**config.mk**
```make
export PLATFORM = sky130hd
export DESIGN_NAME = fifo_syn_ex
export DESIGN_NICKNAME = d
export VERILOG_FILES = /design/src/rtl/fifo_pkg.sv /design/src/rtl/fifo_ram_sdp.sv /design/src/rtl/fifo_syn_ex.sv
export SDC_FILE = /design/constraint.sdc
export NUM_CORES = 1
export LEC_CHECK = 0
export ABC_AREA = 0
export BUFFER_PORTS_ARGS = -buffer_cell sky130_fd_sc_hd__clkbuf_2
export CORE_MARGIN = 4
export CORE_UTILIZATION = 60
export CTS_BUF_LIST = sky130_fd_sc_hd__clkbuf_16
export CTS_CLUSTER_DIAMETER = 200
export DETAILED_ROUTE_END_ITERATION = 12
export GPL_ROUTABILITY_DRIVEN = 0
export GPL_TIMING_DRIVEN = 0
export PLACE_DENSITY_LB_ADDON = 0.12
export SLEW_MARGIN = 15
export SYNTH_ARGS = -nofsm -noshare
export SYNTH_HDL_FRONTEND = slang
export SYNTH_SLANG_ARGS = --single-unit
```
**constraint.sdc**
```tcl
create_clock -name clk -period 3.45 [get_ports clk]
set_input_delay 0.5175 -clock clk [delete_from_list [all_inputs] [get_ports clk]]
set_output_delay 0.5175 -clock clk [all_outputs]
set_load 0.01 [all_outputs]
```
**src/rtl/fifo_pkg.sv**
```systemverilog
// Shared constants and helpers for the synchronous FIFO family.
//   clog2     : ceil(log2(n)) for any positive n, clog2(1) = 0
//   FIFO_STD  : standard read mode (q updates after rd)
//   FIFO_FWFT : first-word-fall-through read mode
package fifo_pkg;

  localparam int unsigned FIFO_STD  = 0;
  localparam int unsigned FIFO_FWFT = 1;

  // Smallest r with 2**r >= n; valid for non-power-of-two n.
  function automatic int unsigned clog2(input int unsigned n);
    int unsigned     r;
    longint unsigned v;
    r = 0;
    v = 1;
    while (v < longint'(n)) begin
      v = v << 1;
      r = r + 1;
    end
    return r;
  endfunction

endpackage

```
**src/rtl/fifo_ram_sdp.sv**
```systemverilog
// Simple dual-port RAM, WIDTH x DEPTH, one write port and one registered
// read port. Storage is never reset; the read register has a synchronous
// clear so the FIFO output starts at zero.
//   i_clk   : clock
//   i_rst   : synchronous active-high clear of the read register
//   i_we    : write enable, i_waddr / i_wdata
//   i_re    : read enable, i_raddr -> o_rdata one cycle later (holds otherwise)
module fifo_ram_sdp #(
  parameter int unsigned WIDTH = 8,
  parameter int unsigned DEPTH = 16,
  parameter int unsigned AW    = 4
) (
  input  logic             i_clk,
  input  logic             i_rst,
  input  logic             i_we,
  input  logic [AW-1:0]    i_waddr,
  input  logic [WIDTH-1:0] i_wdata,
  input  logic             i_re,
  input  logic [AW-1:0]    i_raddr,
  output logic [WIDTH-1:0] o_rdata
);

  (* ramstyle = "M9K" *) logic [WIDTH-1:0] r_mem [DEPTH];
  logic [WIDTH-1:0] r_rdata;

  // Write port
  always_ff @(posedge i_clk) begin
    if (i_we) r_mem[i_waddr] <= i_wdata;
  end

  // Registered read port
  always_ff @(posedge i_clk) begin
    if (i_rst)     r_rdata <= '0;
    else if (i_re) r_rdata <= r_mem[i_raddr];
  end

  assign o_rdata = r_rdata;

endmodule

```
**src/rtl/fifo_syn_ex.sv**
```systemverilog
// Single-clock FIFO, any DEPTH >= 2, standard or FWFT read mode, with
// programmable almost flags, 0..DEPTH occupancy and sticky error flags.
//   clk, rst         : clock, synchronous active-high reset
//   wr, data         : write request and data
//   rd               : read request (FWFT: acknowledge of the head word)
//   clr_err          : clears overflow / underflow
//   q                : read data
//   full, empty      : usedw == DEPTH / usedw == 0
//   almost_full      : usedw >= AFULL_TH
//   almost_empty     : usedw <= AEMPTY_TH
//   usedw            : occupancy 0..DEPTH
//   overflow         : sticky, write attempted while full
//   underflow        : sticky, read attempted while empty
module fifo_syn_ex
  import fifo_pkg::*;
#(
  parameter int unsigned WIDTH     = 8,
  parameter int unsigned DEPTH     = 16,
  parameter int unsigned FWFT      = FIFO_STD,
  parameter int unsigned AFULL_TH  = DEPTH - 2,
  parameter int unsigned AEMPTY_TH = 1
) (
  input  logic                         clk,
  input  logic                         rst,
  input  logic                         wr,
  input  logic                         rd,
  input  logic [WIDTH-1:0]             data,
  input  logic                         clr_err,
  output logic [WIDTH-1:0]             q,
  output logic                         full,
  output logic                         empty,
  output logic                         almost_full,
  output logic                         almost_empty,
  output logic [clog2(DEPTH+1)-1:0]    usedw,
  output logic                         overflow,
  output logic                         underflow
);

  localparam int unsigned AW = clog2(DEPTH);
  localparam int unsigned CW = clog2(DEPTH+1);

  logic [AW-1:0]    r_wr_ptr, r_rd_ptr;
  logic [CW-1:0]    r_usedw;
  logic             r_full, r_empty, r_afull, r_aempty, r_ovf, r_udf;
  logic [CW-1:0]    w_usedw_nxt;
  logic             w_wr_ok, w_rd_ok;
  logic             w_ram_we, w_ram_re;
  logic [WIDTH-1:0] w_ram_rdata;

  // Explicit wrap so DEPTH need not be a power of two.
  function automatic logic [AW-1:0] ptr_inc(input logic [AW-1:0] p);
    return (p == AW'(DEPTH - 1)) ? '0 : p + AW'(1);
  endfunction

  assign w_wr_ok = wr & ~r_full;
  assign w_rd_ok = rd & ~r_empty;

  // Next occupancy
  always_comb begin
    w_usedw_nxt = r_usedw;
    if (w_wr_ok && !w_rd_ok)      w_usedw_nxt = r_usedw + CW'(1);
    else if (!w_wr_ok && w_rd_ok) w_usedw_nxt = r_usedw - CW'(1);
  end

  // Occupancy, flags derived from next occupancy, sticky errors
  always_ff @(posedge clk) begin
    if (rst) begin
      r_usedw  <= '0;
      r_full   <= 1'b0;
      r_empty  <= 1'b1;
      r_afull  <= 1'b0;
      r_aempty <= 1'b1;
      r_ovf    <= 1'b0;
      r_udf    <= 1'b0;
    end else begin
      r_usedw  <= w_usedw_nxt;
      r_full   <= (w_usedw_nxt == CW'(DEPTH));
      r_empty  <= (w_usedw_nxt == '0);
      r_afull  <= (w_usedw_nxt >= CW'(AFULL_TH));
      r_aempty <= (w_usedw_nxt <= CW'(AEMPTY_TH));
      // A new error event wins over a simultaneous clear.
      r_ovf    <= (r_ovf & ~clr_err) | (wr & r_full);
      r_udf    <= (r_udf & ~clr_err) | (rd & r_empty);
    end
  end

  // RAM pointers advance only on actual RAM accesses
  always_ff @(posedge clk) begin
    if (rst) begin
      r_wr_ptr <= '0;
      r_rd_ptr <= '0;
    end else begin
      if (w_ram_we) r_wr_ptr <= ptr_inc(r_wr_ptr);
      if (w_ram_re) r_rd_ptr <= ptr_inc(r_rd_ptr);
    end
  end

  fifo_ram_sdp #(
    .WIDTH (WIDTH),
    .DEPTH (DEPTH),
    .AW    (AW)
  ) u_ram (
    .i_clk   (clk),
    .i_rst   (rst),
    .i_we    (w_ram_we),
    .i_waddr (r_wr_ptr),
    .i_wdata (data),
    .i_re    (w_ram_re),
    .i_raddr (r_rd_ptr),
    .o_rdata (w_ram_rdata)
  );

  if (FWFT == FIFO_FWFT) begin : g_fwft
    // The head word lives in an output stage: either the RAM read register
    // or a bypass register loaded straight from data when the RAM holds
    // nothing behind the head. The RAM therefore holds usedw-1 words.
    logic             w_need_load, w_ram_has, w_fetch, w_byp;
    logic [WIDTH-1:0] r_byp;
    logic             r_sel_byp;

    assign w_need_load = r_empty | w_rd_ok;
    assign w_ram_has   = (r_usedw > CW'(1));
    assign w_fetch     = w_need_load & w_ram_has;
    assign w_byp       = w_need_load & ~w_ram_has & w_wr_ok;
    assign w_ram_we    = w_wr_ok & ~w_byp;
    assign w_ram_re    = w_fetch;

    // Output stage source select; unchanged when draining to empty so q holds
    always_ff @(posedge clk) begin
      if (rst) begin
        r_byp     <= '0;
        r_sel_byp <= 1'b1;
      end else if (w_byp) begin
        r_byp     <= data;
        r_sel_byp <= 1'b1;
      end else if (w_fetch) begin
        r_sel_byp <= 1'b0;
      end
    end

    assign q = r_sel_byp ? r_byp : w_ram_rdata;
  end else begin : g_std
    assign w_ram_we = w_wr_ok;
    assign w_ram_re = w_rd_ok;
    assign q        = w_ram_rdata;
  end

  assign full         = r_full;
  assign empty        = r_empty;
  assign almost_full  = r_afull;
  assign almost_empty = r_aempty;
  assign usedw        = r_usedw;
  assign overflow     = r_ovf;
  assign underflow    = r_udf;

endmodule

```
After elaboration in Yosys (flattened, before gate mapping)
Memory sizes are Yosys's and may differ from the RTL's. A register that Yosys moved wholly into a read port is not among the register bits.
Cells that the tools add are included.
Cells by class
  $add $sub $neg: 4
  $lt $le $gt $ge: 2
  eq/ne operators: 3
  multiplexer cells: 6
  bitwise logic cells: 11
  reduce and logical (&&, ||, !) cells: 5
Operators by type and width (count)
  5-bit 2-to-1 mux: 2
  4-bit by 1-bit adder with 4-bit output, second input constant: 2
  4-bit equality test, second input constant: 2
  4-bit 2-to-1 mux: 2
  1-bit bitwise AND: 6
  5-bit by 1-bit adder with 5-bit output, second input constant: 1
  5-bit equality test, second input constant: 1
  5-bit by 4-bit >= comparator with 1-bit output, second input constant: 1
  5-bit by 1-bit less-or-equal comparator with 1-bit output, second input constant: 1
  5-bit logical NOT: 1
  5-bit by 1-bit subtractor with 5-bit output, second input constant: 1
  1-bit NOT: 3
  1-bit logical AND: 2
  1-bit logical NOT: 2
  1-bit 2-to-1 mux: 2
  1-bit OR: 2
Storage, ports and cells
  flip-flop bits (word level): 19
  bits in writable memories: 128
  input bits: 13
  output and inout port bits: 19
  logic and storage cells: 41
  memories kept: 1
Memory list
  u_ram.r_mem: words 16, bits a word 8, read ports 1, clocked after Yosys merged registers in 1, write ports 1, RTL line fifo_ram_sdp.sv:23  | (* ramstyle = "M9K" *) logic [WIDTH-1:0] r_mem [DEPTH];

Depth between registers and ports, before layout
Gate-level depths: netlist of run 1.
  word-level depth: 7
  mapped depth: 7
  gate-level depth less buffers: 6

Cells and area by module
A second synthesis of run 1 with hierarchy kept.
Unflattened totals
  cells, all modules: 422
  area total of the unflattened synthesis: 6281.0 um^2
By module, submodules not included
  fifo_ram_sdp: instances 1, cells an instance 316, area an instance 5343.9 um^2, seq. area each 4003.8 um^2
  fifo_syn_ex: instances 1, cells an instance 106, area an instance 937.1 um^2, seq. area each 380.4 um^2

Least setup slack after synthesis of run 1
OpenSTA, ideal clock, no wires.
  path type: input -> register
  start point: input port wr
  end point: memory u_ram.r_mem[3][0], enable pin
  setup time: 0.383 ns
  data arrival time: 1.536 ns
  data required time: 3.067 ns
  path slack: 1.531 ns
  stages on the path: 4
  buffers on the path: 1
  path through: and2b_1 buf_4 nand2_1 nor3_1
On the way
  longest elaborated chain between the ends: 3
RTL lines
  from (decl): RTL line fifo_syn_ex.sv:25  | input logic wr,
  1-bit bitwise AND: RTL line fifo_syn_ex.sv:55  | assign w_wr_ok = wr & ~r_full;
  1-bit 2-to-1 mux: RTL line fifo_ram_sdp.sv:28  | if (i_we) r_mem[i_waddr] <= i_wdata;
  1-bit 2-to-1 mux (implied by the code): RTL line fifo_ram_sdp.sv:28
  to (decl): RTL line fifo_ram_sdp.sv:23
No other way between the ends.

==> summary.md, run 1 <==
| Metric | Value |
|---|---|
| Required time worst endpoint | 3.73 ns |
| Crit Reg-Reg Endpoint | u_ram.o_rdata[4]$_SDFFE_PP0P_ |
| Placed insts | 529 |
| Final WL | 12400 um |
| Most frequent cells in the layout | edfxtp_1, nor2_1, clkbuf_2 |
| Cells along the critical path | buf_2 -> clkbuf_1 -> mux4_1 -> a22oi_1 -> a21oi_1 -> a21oi_1 -> nor2_1 |
| Setup crit end kind | flip-flop |
| Final Hold Viols | 0 |
| Worst R2R Start | r_rd_ptr[1]$_SDFFE_PP0P_ |
| I/O pins | 32 |
| Die ar. | 12000 sq um |
| Syn. warnings | 0 |
| Initial antenna violation count | 0 |
| DP Area | 6520 sq um |
| Relative slew margins | 22.4% |
| Max_cap viols | 0 |
| Initial DRC count | 399 |
| Worst clock skew | 0.00678 ns |
| Clock Tree Buf Depth | 2 |
| First-pass GRT wire length | 19300 um |
| Total number of vias | 3538 |
| # setup viols final | 0 |
| Post-CTS Hold Buffers | 0 |
| Worst Hold Path Cells | 2 |
| Cell Area, Synth | 6200 sq um |
| Clk slew on worst S/H paths | 0.06 ns |
| Number of flops mapped to enable cells by yosys | 128 |
| RSZ-0062 raised after global routing | no |
| Hold Path End | usedw[4]$_SDFF_PP0_ |
| Worst Path Arrival | 2.57 ns |
| DRT antenna net count | 0 |
| Least-Margin Pin Slew | 1.15 ns |
| CP max stage delay | 0.47 ns |
| CTS tree | yes |
| Worst vdd ir | 562 uV |
| Port Buf Inserts | 31 |
| Register-to-Register Path Depth | 7 |
| Die X | 110 um |
| Share of layout cells above drive strength 1 | 20.6% |
| N_diodes | 0 |
| Slew Limit Fails | 0 |
| Number of global-route vias before repair | 3435 |
| DR DRC count | 0 |
| Setup crit start kind | flip-flop |
| Starting Density | 62.6% |
| Pleak | 2.42 nW |
| Worst hold path type | in2reg |
| Overall Global Routing Usage | 22.9% |
| Synthesized area per cell | 17.0 sq um |
| Post-cts sizing count | 0 |
| Fill cells | 634 |
| Sequential fraction of the synthesis area | 70.7% |
| Hold_ws | 0.397 ns |
| Synth Register Bits | 155 |
| Worst path bufs/invs | 2 |
| Sum Neg Setup Slack | 0 ns |
| Skew-Pair Late Insertion Delay | 0.41 ns |
| Final-stage net count | 435 |
| Dpl hpwl | 7860 um |
| Prevailing post-synth register cell | edfxtp_1 |
| Reg2reg setup slack | 1.16 ns |
| Critical setup path kind | reg2reg |
| Num rows | 36 |
| Fin crit share | 66.4% |
| Largest net degree at the start of global routing | 17 |
| Crit path time final | 2.29 ns |
| Maximum fanout along the worst path | 10 |
| Critical-path top delay cell | clkbuf_1 |
| Mapped Cells | 365 |
| Final global-route overflow total | 0 |
| TritonCTS Buffers | 17 |
| Status | completed |
| PwrDens | 646 nW/um^2 |
| Asr flop ratio synth | 0% |
| CP dominant cell by count | a21oi_1 |
| Avg Vias per Cell | 6.31 |
| Htree depth | 4 |
| Final Cell Area | 7090 sq um |
| Fin cells | 561 |
| Layout area overhead | 14.4% |
| TritonRoute pass-1 iters | 5 |
| Core area | 9910 sq um |
| Syn Nets | 385 |
| Setup repair bufs after CTS | 0 |
| Fmax | 437 MHz |
| DR WL/cell | 22.0 um |
| Die Y | 110 um |
| Root buf cell | clkbuf_16 |
| Commonest non-fill, non-tap cell in the layout | edfxtp_1 |
| CP top delay family | buffers and inverters |
| Clock Sinks | 155 |
| HP Start | rst |
| Netlist cell types | 45 |
## area by class of cell
class | instances | area, sq um | share of cell area (%)
sequential | 155 | 4380 | 61.8
clock inverter | 13 | 81.3 | 1.15
buffer | 21 | 118 | 1.66
tap | 133 | 166 | 2.35
clock buffer | 19 | 475 | 6.70
inverter | 6 | 22.5 | 0.318
timing repair buffer | 31 | 155 | 2.19
multi-input combinational | 183 | 1690 | 23.8
## report_power, final
part / switching, mW / internal, mW / leakage, nW / total, mW
logic: 0.381 / 0.300 / 0.754 / 0.681
clock network: 0.680 / 1.05 / 0.292 / 1.73
registers: 0.0604 / 2.11 / 1.38 / 2.17
total: 1.12 / 3.46 / 2.42 / 4.58
## layer usage
metal  track usage [%]  vias up  wire length [um]
met5                 0        -                 0
met4              7.30        0               204
met3              6.81       16               935
met2              35.4      171              6080
met1              31.7     1795              5140
li1                  -     1556                 -
## sequential cells by signal (all words and copies together) (netlist names)
signal and flops:
almost_empty 1, almost_full 1, empty 1, full 1
overflow 1, r_rd_ptr 4, r_wr_ptr 4, u_ram.o_rdata 8
u_ram.r_mem 128, underflow 1, usedw 5
## kinds of logic (layout without fill, tap and decap cells)
| kind of cell | count (synthesis) | count (layout) | synth area share (%) |
|---|---|---|---|
| buf+inv | 27 | 90 | 2.26 |
| compound gates | 62 | 62 | 6.48 |
| simple gates | 79 | 79 | 6.12 |
| xor+xnor | 3 | 3 | 0.424 |
| flops | 155 | 155 | 70.7 |
| fa+ha+maj | 7 | 7 | 1.41 |
| mux | 32 | 32 | 12.6 |
## synthesized netlist by cell type, drive strengths merged (2+ instances only)
cell	n	area share (%)
edfxtp	128	62
mux4	32	13
nor2	32	1.9
dfxtp	27	8.7
a21oi	25	2.0
a22oi	18	2.2
buf	15	1.5
nand2	14	0.85
ha	7	1.4
clkbuf	6	0.36
inv	6	0.36
nand3	5	0.40
nor2b	5	0.50
nor3	5	0.40
nand2b	4	0.40
o21ai	4	0.32
a211oi	2	0.24
a21boi	2	0.24
a22o	2	0.28
a311oi	2	0.28
and2	2	0.20
and3b	2	0.28
or2	2	0.20
xor2	2	0.28
## stage by stage
stage                     total power, mW  utilization, %  setup slack (ns)
final                                4.58            71.6              1.16
after global routing                 4.77            71.6              1.04
after CTS                            4.60            71.4              1.13
after detailed placement             2.88            65.8             0.910
after global placement               2.87            65.8             0.933
after floorplan                      2.66               -              1.53
## worst max-delay path by stage
stage,slack [ns],startpoint,endpoint,cells past startpoint
3_3_place_gp,0.93,wr,u_ram.r_mem[3][2]$_DFFE_PP_,5
3_5_place_dp,0.91,wr,u_ram.r_mem[3][2]$_DFFE_PP_,5
5_1_grt,1.04,r_rd_ptr[1]$_SDFFE_PP0P_,u_ram.o_rdata[4]$_SDFFE_PP0P_,7
6_report,1.16,r_rd_ptr[1]$_SDFFE_PP0P_,u_ram.o_rdata[4]$_SDFFE_PP0P_,7
2_1_floorplan,1.53,wr,u_ram.r_mem[3][0]$_DFFE_PP_,4
4_1_cts,1.13,r_rd_ptr[1]$_SDFFE_PP0P_,u_ram.o_rdata[2]$_SDFFE_PP0P_,7
## worst register-to-register path, cell delays in order (launching register included)
cell and delay (ns):
dfxtp_1 0.34, buf_2 0.23, clkbuf_1 0.47, mux4_1 0.43
a22oi_1 0.34, a21oi_1 0.14, a21oi_1 0.15, nor2_1 0.06
No activity file was read; power rests on OpenSTA's default activity.
==> run 2, diff against run 1 <==
CORE_UTILIZATION = 54   (was 60)
clock period = 2.1 ns   (was 3.45 ns; I/O delays follow)
==> summary.md, run 2 (synthesized netlist as in run 1, its figures left out) <==
| Metric | Value |
|---|---|
| Hold_ws | 0.178 ns (-0.219 ns) |
| Sum Neg Setup Slack | 0 ns (unchanged) |
| TritonCTS Buffers | 17 (unchanged) |
| Fill cells | 812 (+28%) |
| Critical setup path kind | reg2reg |
| Fin crit share | 98.3% (+32 points) |
| Dpl hpwl | 8190 um (+4.2%) |
| Most flops, register | u_ram.r_mem |
| Die X | 115 um (+5.0%) |
| Commonest non-fill, non-tap cell in the layout | edfxtp_1 |
| Cells along the critical path | clkbuf_1 -> nand2b_1 -> nor2_1 |
| RSZ-0062 raised after global routing | yes |
| Initial antenna violation count | 0 (unchanged) |
| Placed insts | 536 (+1.3%) |
| Maximum fanout along the worst path | 10 (unchanged) |
| Fin worst setup slack | 0.0362 ns (-1.12 ns) |
| Overall Global Routing Usage | 20.9% (-2.0 points) |
| Die Y | 115 um (+5.0%) |
| Htree depth | 4 (unchanged) |
| Clk slew on worst S/H paths | 0.06 ns (about the same) |
| Port Buf Inserts | 31 (unchanged) |
| Final Cell Area | 7150 sq um (+0.85%) |
| Worst path bufs/invs | 1 (-1) |
| First-pass GRT wire length | 19500 um (+0.54%) |
| Total number of vias | 3410 (-3.6%) |
| Num rows | 38 (+5.6%) |
| Required time worst endpoint | 2.15 ns (-1.58 ns) |
| Met2 Use GR | 32.9% (-2.5 points) |
| Fin cells | 569 (+1.4%) |
| Pre-CTS setup slack | -0.296 ns (-1.21 ns) |
| Share of layout cells above drive strength 1 | 27.5% (+6.9 points) |
| Fin util | 64.8% (-6.7 points) |
| Final-stage net count | 439 (+0.92%) |
| Skew-Pair Late Insertion Delay | 0.43 ns (+0.02 ns) |
| Least-Margin Pin Slew | 0.935 ns (-0.219 ns) |
| Largest net degree at the start of global routing | 17 (unchanged) |
| Final WL | 12800 um (+3.5%) |
| Clock Tree Buf Depth | 2 (unchanged) |
| Worst Path Arrival | 2.12 ns (-0.45 ns) |
| Starting Density | 56.2% (-6.4 points) |
| DR WL/cell | 22.5 um (+2.0%) |
| Largest register FFs | 128 (unchanged) |
| Worst hold path type | in2reg |
| N_diodes | 0 (unchanged) |
| CTS tree | yes |
| I/O pins | 32 (unchanged) |
| Fmax | 485 MHz (+11%) |
| M1 GR Usage | 28.2% (-3.5 points) |
| Relative slew margins | 37.4% (+15 points) |
| Setup crit end kind | flip-flop |
| Crit path time final | 2.06 ns (-0.226 ns) |
| CP max stage delay | 0.66 ns (+0.19 ns) |
| Die ar. | 13300 sq um (+10%) |
| Number of global-route vias before repair | 3324 (-3.2%) |
| Worst clock skew | 0.00658 ns (-0.000201 ns) |
| Critical-path top delay cell | nor2_1 |
| Final Hold Viols | 0 (unchanged) |
| CP top delay family | simple AND/OR/NAND/NOR gates |
| DR DRC count | 0 (unchanged) |
| Status | completed |
| Post-CTS Hold Buffers | 0 (unchanged) |
| Pleak | 2.40 nW (-1.0%) |
| Layout area overhead | 15.4% |
| TritonRoute pass-1 iters | 5 (unchanged) |
| Clock Sinks | 155 (unchanged) |
| Root buf cell | clkbuf_16 |
| Tot Pwr | 7.51 mW (+64%) |
| Global routing's busiest layer | met2 |
| Final global-route overflow total | 0 (unchanged) |
| Worst vdd ir | 755 uV (+34%) |
| PwrDens | 1050 nW/um^2 (+62%) |
| Avg Vias per Cell | 5.99 (-5.0%) |
| DRT antenna net count | 0 (unchanged) |
| # setup viols final | 0 (unchanged) |
| Initial DRC count | 484 (+21%) |
| DP Area | 6540 sq um (+0.29%) |
| GR Util met3 | 5.11% (-1.7 points) |
| Slew Limit Fails | 0 (unchanged) |
| Most frequent cells in the layout | edfxtp_1, clkbuf_2, nor2_1, dfxtp_1, a21oi_1 |
| Setup crit start kind | flip-flop |
| Max_cap viols | 0 (unchanged) |
| Core area | 11000 sq um (+11%) |
## run 2: where the power goes
group | internal, mW | total [mW] | switching [mW]
Clock | 1.60 | 2.75 | 1.15
Sequential | 3.47 | 3.57 | 0.0999
Combinational | 0.539 | 1.19 | 0.653
Total | 5.60 | 7.51 | 1.90
## run 2: worst paths after layout
path	start	to	slack (ns)	depth (start not counted)
min	rd	underflow$_SDFF_PP0_	0.18	3
min reg2reg	u_ram.o_rdata[4]$_SDFFE_PP0P_	u_ram.o_rdata[4]$_SDFFE_PP0P_	0.50	2
max reg2reg	r_wr_ptr[2]$_SDFFE_PP0P_	u_ram.r_mem[7][2]$_DFFE_PP_	0.04	3
max	r_wr_ptr[2]$_SDFFE_PP0P_	u_ram.r_mem[7][2]$_DFFE_PP_	0.04	3
## run 2: routing by layer
metal  vias up  part of all wire [%]
met5         -                     0
met3        14                   6.6
li1       1555                     -
met1      1714                    43
met2       127                    49
met4         0                   1.4
## run 2: final cells by class
class	instances	area, sq um	area share (%)
clock inverter	12	103	1.43
tap	140	175	2.45
buffer	21	136	1.91
sequential	155	4380	61.3
timing repair buffer	35	185	2.59
inverter	6	22.5	0.315
clock buffer	17	425	5.95
multi-input combinational	183	1720	24.1
## run 2: tightest hold or removal path, cell delays in order
cell      delay (ns)
clkbuf_2        0.10
a22oi_1         0.08
nor2_1          0.08
## run 2: timing repair
action,4_1_cts,5_1_grt
endpoints found under the setup margin,24,61
resized for setup,10,21
hold endpoints to repair,0,0
setup buffers,0,4
pin swaps,0,2
